File: src/rtl/fc_pkg.sv
// Shared encodings for the fully-connected ALU sequencer: load_enable codes,
// FSM state enum and the fixed-point ONE constant.
package fc_pkg;

    localparam logic [1:0] LOAD_VALUES       = 2'd0;
    localparam logic [1:0] LOAD_BIAS_WEIGHTS = 2'd1;
    localparam logic [1:0] LOAD_UD           = 2'd2;

    localparam int          FC_PRECISION = 11;
    localparam logic [15:0] FC_ONE       = 16'(1 << FC_PRECISION);

    typedef enum logic [2:0] {
        IDLE,
        CLEAR,
        GET_WB,
        LOAD_WB,
        GET_V,
        LOAD_V,
        ACCUM,
        RESULT
    } fc_state_e;

endpackage

File: src/rtl/fc_frame_buffer.sv
// Indexed word buffer that assembles one ALU frame (slot 0 = bias, 1..INPUT_SZ = lanes)
// from the input stream; frame_nxt already includes the word written this cycle.
module fc_frame_buffer #(
    parameter int SIZE     = 16,
    parameter int INPUT_SZ = 4
) (
    input  logic                         clk,
    input  logic                         rst_n,
    input  logic                         init_wb,
    input  logic                         init_v,
    input  logic                         bias_zero,
    input  logic                         wr_en,
    input  logic [SIZE-1:0]              wr_data,
    output logic                         frame_done,
    output logic [(INPUT_SZ+1)*SIZE-1:0] frame_nxt
);

    localparam int             IW   = $clog2(INPUT_SZ + 1);
    localparam logic [IW-1:0]  LAST = IW'(INPUT_SZ);

    logic [0:INPUT_SZ][SIZE-1:0] fbuf_q, fbuf_d;
    logic [IW-1:0]               idx_q, idx_d;

    // A values frame starts at slot 1 with slot 0 zeroed; the bias word of
    // later chunks is still consumed but written as zero.
    always_comb begin
        fbuf_d = fbuf_q;
        idx_d  = idx_q;
        if (init_wb) begin
            idx_d = '0;
        end
        if (init_v) begin
            idx_d     = IW'(1);
            fbuf_d[0] = '0;
        end
        if (wr_en) begin
            fbuf_d[idx_q] = (idx_q == '0 && bias_zero) ? '0 : wr_data;
            idx_d         = idx_q + IW'(1);
        end
    end

    always_ff @(posedge clk or negedge rst_n) begin
        if (!rst_n) begin
            fbuf_q <= '0;
            idx_q  <= '0;
        end else begin
            fbuf_q <= fbuf_d;
            idx_q  <= idx_d;
        end
    end

    assign frame_done = wr_en && (idx_q == LAST);
    assign frame_nxt  = fbuf_d;

endmodule

File: src/rtl/fc_alu_sequencer.sv
// Drives the FC ALU load/accumulate handshake over NUM_CHUNKS chunks per neuron.
// Optional build macro FC_SEQ_RELU_EN: clamp negative results to zero at capture.
module fc_alu_sequencer
    import fc_pkg::*;
#(
    parameter int SIZE       = 16,
    parameter int PRECISION  = 11,
    parameter int INPUT_SZ   = 4,
    parameter int NUM_CHUNKS = 4
) (
    input  logic                         clk,
    input  logic                         rst_n,
    input  logic                         start,
    output logic                         busy,
    input  logic [SIZE-1:0]              in_data,
    input  logic                         in_valid,
    output logic                         in_ready,
    output logic [(INPUT_SZ+1)*SIZE-1:0] alu_values,
    output logic [1:0]                   alu_load_enable,
    output logic                         alu_enable,
    output logic                         alu_clear,
    input  logic [SIZE-1:0]              alu_value,
    output logic [SIZE-1:0]              out_data,
    output logic                         out_valid,
    input  logic                         out_ready
);

    localparam int            CW         = (NUM_CHUNKS > 1) ? $clog2(NUM_CHUNKS) : 1;
    localparam logic [CW-1:0] LAST_CHUNK = CW'(NUM_CHUNKS - 1);

    generate
        if (PRECISION >= SIZE || NUM_CHUNKS < 1) begin : g_bad_cfg
            $error("fc_alu_sequencer: unsupported PRECISION or NUM_CHUNKS");
        end
    endgenerate

    fc_state_e                     state_q, state_d;
    logic [CW-1:0]                 chunk_q, chunk_d;
    logic                          init_wb, init_v, frame_done, wr_en;
    logic [(INPUT_SZ+1)*SIZE-1:0]  frame_nxt;
    logic [SIZE-1:0]               result_d;

    assign wr_en = in_valid && in_ready;

    fc_frame_buffer #(
        .SIZE     (SIZE),
        .INPUT_SZ (INPUT_SZ)
    ) u_fbuf (
        .clk        (clk),
        .rst_n      (rst_n),
        .init_wb    (init_wb),
        .init_v     (init_v),
        .bias_zero  (chunk_q != '0),
        .wr_en      (wr_en),
        .wr_data    (in_data),
        .frame_done (frame_done),
        .frame_nxt  (frame_nxt)
    );

`ifdef FC_SEQ_RELU_EN
    assign result_d = alu_value[SIZE-1] ? '0 : alu_value;
`else
    assign result_d = alu_value;
`endif

    always_ff @(posedge clk or negedge rst_n) begin
        if (!rst_n) begin
            state_q <= IDLE;
            chunk_q <= '0;
        end else begin
            state_q <= state_d;
            chunk_q <= chunk_d;
        end
    end

    always_comb begin
        state_d = state_q;
        chunk_d = chunk_q;
        init_wb = 1'b0;
        init_v  = 1'b0;
        case (state_q)
            IDLE:    if (start) state_d = CLEAR;
            CLEAR: begin
                chunk_d = '0;
                init_wb = 1'b1;
                state_d = GET_WB;
            end
            GET_WB:  if (frame_done) state_d = LOAD_WB;
            LOAD_WB: begin
                init_v  = 1'b1;
                state_d = GET_V;
            end
            GET_V:   if (frame_done) state_d = LOAD_V;
            LOAD_V:  state_d = ACCUM;
            ACCUM: begin
                if (chunk_q == LAST_CHUNK) begin
                    state_d = RESULT;
                end else begin
                    chunk_d = chunk_q + CW'(1);
                    init_wb = 1'b1;
                    state_d = GET_WB;
                end
            end
            RESULT:  if (out_valid && out_ready) state_d = IDLE;
            default: state_d = IDLE;
        endcase
    end

    // Outputs are registered from the next state so they line up with the state they belong to.
    always_ff @(posedge clk or negedge rst_n) begin
        if (!rst_n) begin
            busy            <= 1'b0;
            in_ready        <= 1'b0;
            alu_values      <= '0;
            alu_load_enable <= LOAD_UD;
            alu_enable      <= 1'b0;
            alu_clear       <= 1'b0;
            out_data        <= '0;
            out_valid       <= 1'b0;
        end else begin
            busy       <= (state_d != IDLE);
            in_ready   <= (state_d == GET_WB) || (state_d == GET_V);
            alu_clear  <= (state_d == CLEAR);
            alu_enable <= (state_d == ACCUM);
            case (state_d)
                LOAD_WB: alu_load_enable <= LOAD_BIAS_WEIGHTS;
                LOAD_V:  alu_load_enable <= LOAD_VALUES;
                default: alu_load_enable <= LOAD_UD;
            endcase
            if (state_d == LOAD_WB || state_d == LOAD_V) begin
                alu_values <= frame_nxt;
            end
            // First RESULT cycle lets the accumulator settle; capture at its end.
            if (state_q == RESULT) begin
                if (!out_valid) begin
                    out_valid <= 1'b1;
                    out_data  <= result_d;
                end else if (out_ready) begin
                    out_valid <= 1'b0;
                end
            end
        end
    end

endmodule
File: config.mk
export PLATFORM = sky130hd
export DESIGN_NAME = fc_alu_sequencer
export DESIGN_NICKNAME = d
export VERILOG_FILES = /design/src/rtl/fc_pkg.sv /design/src/rtl/fc_frame_buffer.sv /design/src/rtl/fc_alu_sequencer.sv
export SDC_FILE = /design/constraint.sdc
export NUM_CORES = 1
export LEC_CHECK = 0
export ABC_AREA = 1
export CAP_MARGIN = 20
export CORE_MARGIN = 5
export CORE_UTILIZATION = 40
export CTS_BUF_LIST = sky130_fd_sc_hd__clkbuf_16
export DETAILED_ROUTE_END_ITERATION = 10
export SYNTH_ARGS = -nofsm -noshare
export SYNTH_HDL_FRONTEND = slang
export SYNTH_SLANG_ARGS = --single-unit
File: constraint.sdc
create_clock -name clk -period 2.1 [get_ports clk]
set_input_delay 0.63 -clock clk [delete_from_list [all_inputs] [get_ports clk]]
set_output_delay 0.63 -clock clk [all_outputs]
set_load 0.01 [all_outputs]
==> summary.txt <==
Status
  – Status: finished, final reports clean

STA
  – Finish-stage setup viols: 0
  – Setup Total Neg Slack: 0 ns
  – Period utilisation layout: 95.8%
  – RSZ-0062 raised after global routing: false
  – Slew HR: 66.6%
  – Fmax: 0.497 GHz
  – Slew Viols, Final: 0
  – Final WS setup: 0.0878 ns
  – Final hold vios: 0
  – Slew at the pin with the worst max-slew slack: 0.500 ns
  – Min Clock Period, post-route: 2.01 ns
  – Worst Clk Skew: 0.0103 ns

Floorplanning
  – Starting density of the core: 40.2%
  – Io pins: 140
  – Die Area: 21500 µm²
  – FP Rows: 50
  – Die W: 147 µm
  – Core ar.: 18500 µm²
  – Die H: 147 µm

Synth
  – Synth Instances: 750
  – Flops & latches, synth: 191
  – Post-Synth Simple-Gate Area: 16.7%
  – Syn Nets: 791
  – Largest family of logic cells by synthesized area: simple AND/OR/NAND/NOR gates
  – Count leader, synth: nand2_1
  – Number of unique standard cell types used by synthesis: 27
  – Mux share of post-synthesis cell area: 2.92%
  – Synth area leader: dfrtp_1
  – Asr flop ratio synth: 100%
  – Adder-Cell Fraction of Synth Area: 0.671%
  – Mapped Avg Cell Area: 9.94 µm²
  – Sequential fraction of the synthesis area: 64.1%
  – EDFF count, synth: 0
  – Synth Area in Compound Gates: 10.2%
  – Synth Area in XOR/XNOR: 0%
  – Post-synthesis cell area: 7450 µm²
  – Most frequent cells after synthesis: nand2_1, dfrtp_1, o21ai_0, inv_1, o21ai_1
  – Ranking of synthesized cells by area: dfrtp_1, nand2_1, o21ai_0
  – Synth Warn #: 0
  – Share of the synthesized area in the top cell type: 63.8%
  – Primary FF master, synth: dfrtp_1

Critical path
  – CP startpoint kind: flop
  – Crit. End Element: primary output
  – CP max stage cell: clkdlybuf4s50_1
  – CP max FO: 2
  – Crit path buffers/inverters: 1
  – Delay-heaviest family, CP: buffers and inverters
  – CP Class: flop to primary output
  – Sequence of cells on the critical path: clkdlybuf4s50_1
  – Crit path largest cell delay: 0.56 ns
  – Crit path required time: 1.47 ns
  – Worst endpoint data arrival time: 1.38 ns

Global routing
  – Tot GR Track Use: 18.0%
  – Largest net degree at the start of global routing: 46
  – Vias in the first global route: 5656
  – First-pass GRT wire length: 30300 µm
  – Remaining Overflow, GRT: 0
  – Initial antenna violation count: 0

Clock network
  – Clock Path Buffers: 2
  – Clock insertion delay at the later pin of the skew report: 0.43 ns
  – Num CTS Buffers: 17
  – H-Tree Level Count: 4
  – CTS tree: done
  – Root buffer cell: clkbuf_16
  – CTS clk-pin slew, worst paths: 0.07 ns
  – Postcts setup bufs: 0
  – Clock sinks: 191

Detailed routing
  – DR pass1 iterations: 5
  – WL/cell: 16.1 µm
  – Via density: 4.76
  – Vias: 5479
  – First DRT Iteration DRCs: 328
  – Antenna Violating Nets Remaining: 0
  – Drt drc: 0
  – Total routed wirelength: 18500 µm

Cells and area
  – Ant. Diodes: 0
  – Area Overhead vs Synth: 33.0%
  – Fraction of layout cells with a size suffix above 1: 10.5%
  – Fin cells: 1151
  – Utilization after layout: 53.5%
  – Nets@finish: 945

Placement
  – Placed Instances: 1119
  – Pre-CTS WS: -0.168 ns
  – RePlAce Congestion: 0.821
  – Dpl hpwl: 12700 µm
  – Port Buf Inserts: 139

Power and ir drop
  – IR drop worst, VDD: 0.674 mV
  – Total power: 12.3 mW
  – Leakage: 4.77 nW
  – Pwr/cell area: 1240 nW/µm²

Run
  – Max cap viols: 0

Min path
  – Worst Hold Class: input port to async pin
## registers in the layout, summed over array words and instances, names as in the netlist
signal and cells:
alu_clear 1, alu_enable 1, alu_load_enable 2, alu_values 80, busy 1, chunk_q 2, in_ready 1, out_data 16
out_valid 1, state_q 3, u_fbuf.fbuf_q 80, u_fbuf.idx_q 3
## cell type report
type | count | area (µm²)
Fill cell | 1706 | 8610
Clock inverter | 15 | 100
Multi-Input combinational cell | 469 | 2290
Inverter | 51 | 191
Sequential cell | 191 | 4780
Timing Repair Buffer | 174 | 1830
Clock buffer | 17 | 425
Tap cell | 234 | 293
## cell families after synthesis
family,Yosys count
simple gates,313
flops,191
compound gates,136
mux,16
fa+ha+maj,4
buf+inv,90
## layer usage
metal  vias to the layer above  share of wire, %  global-route usage, %
met5                         -                 0                      0
met4                         0               1.3                   4.47
met3                        13               4.9                   4.72
met2                       120                46                   27.8
met1                      2614                48                   25.6
li1                       2732                 -                      -
## placed cells by master (no fill, tap or decap), types with 2 or more instances in the layout
cell type / instances
clkinvlp_4: 4
buf_4: 21
nor2_1: 14
nor2_2: 4
a21oi_1: 3
clkbuf_16: 17
clkinv_4: 4
o21ai_1: 38
nand2_1: 262
clkinv_2: 3
nand4_1: 3
inv_2: 5
ha_1: 4
o211ai_1: 16
o21a_1: 16
nand3_1: 24
inv_1: 48
clkdlybuf4s50_1: 137
mux2_4: 10
dfrtp_1: 190
nand2_2: 2
mux2_2: 6
buf_12: 14
o21ai_0: 62
## path summary, 6_finish.rpt
check	from	to	slack [ns]	cells past startpoint
setup / recovery	alu_values[64]	alu_values[64]	0.09	1
hold / removal	rst_n	u_fbuf.fbuf_q[55]	0.13	1
setup reg to reg	u_fbuf.idx_q[1]	alu_values[51]	0.27	7
hold reg to reg	alu_values[79]	alu_values[79]	0.48	2
max in group asynchronous	rst_n	alu_load_enable[1]	1.36	2
min in group clk	alu_values[79]	alu_values[79]	0.48	2
## report_power, final
group	internal [mW]	switching (mW)
logic	1.89	2.01
clock network	1.50	1.39
registers	4.93	0.584
total	8.32	3.99
## through the flow
stage / area [µm²] / hold slack [ns]
after detailed placement: 9390 / 0.467
after floorplan: 7450 / 0.334
final: 9910 / 0.130
after global placement: 9390 / 0.463
after CTS: 9910 / 0.130
after global routing: 9910 / 0.138
## what timing repair did
action,CTS,global route
hold buffers,0,0
hold endpoints to repair,0,0
endpoints found under the setup margin,1,0
resized for setup,1,0
No activity file was read; power rests on OpenSTA's default activity.
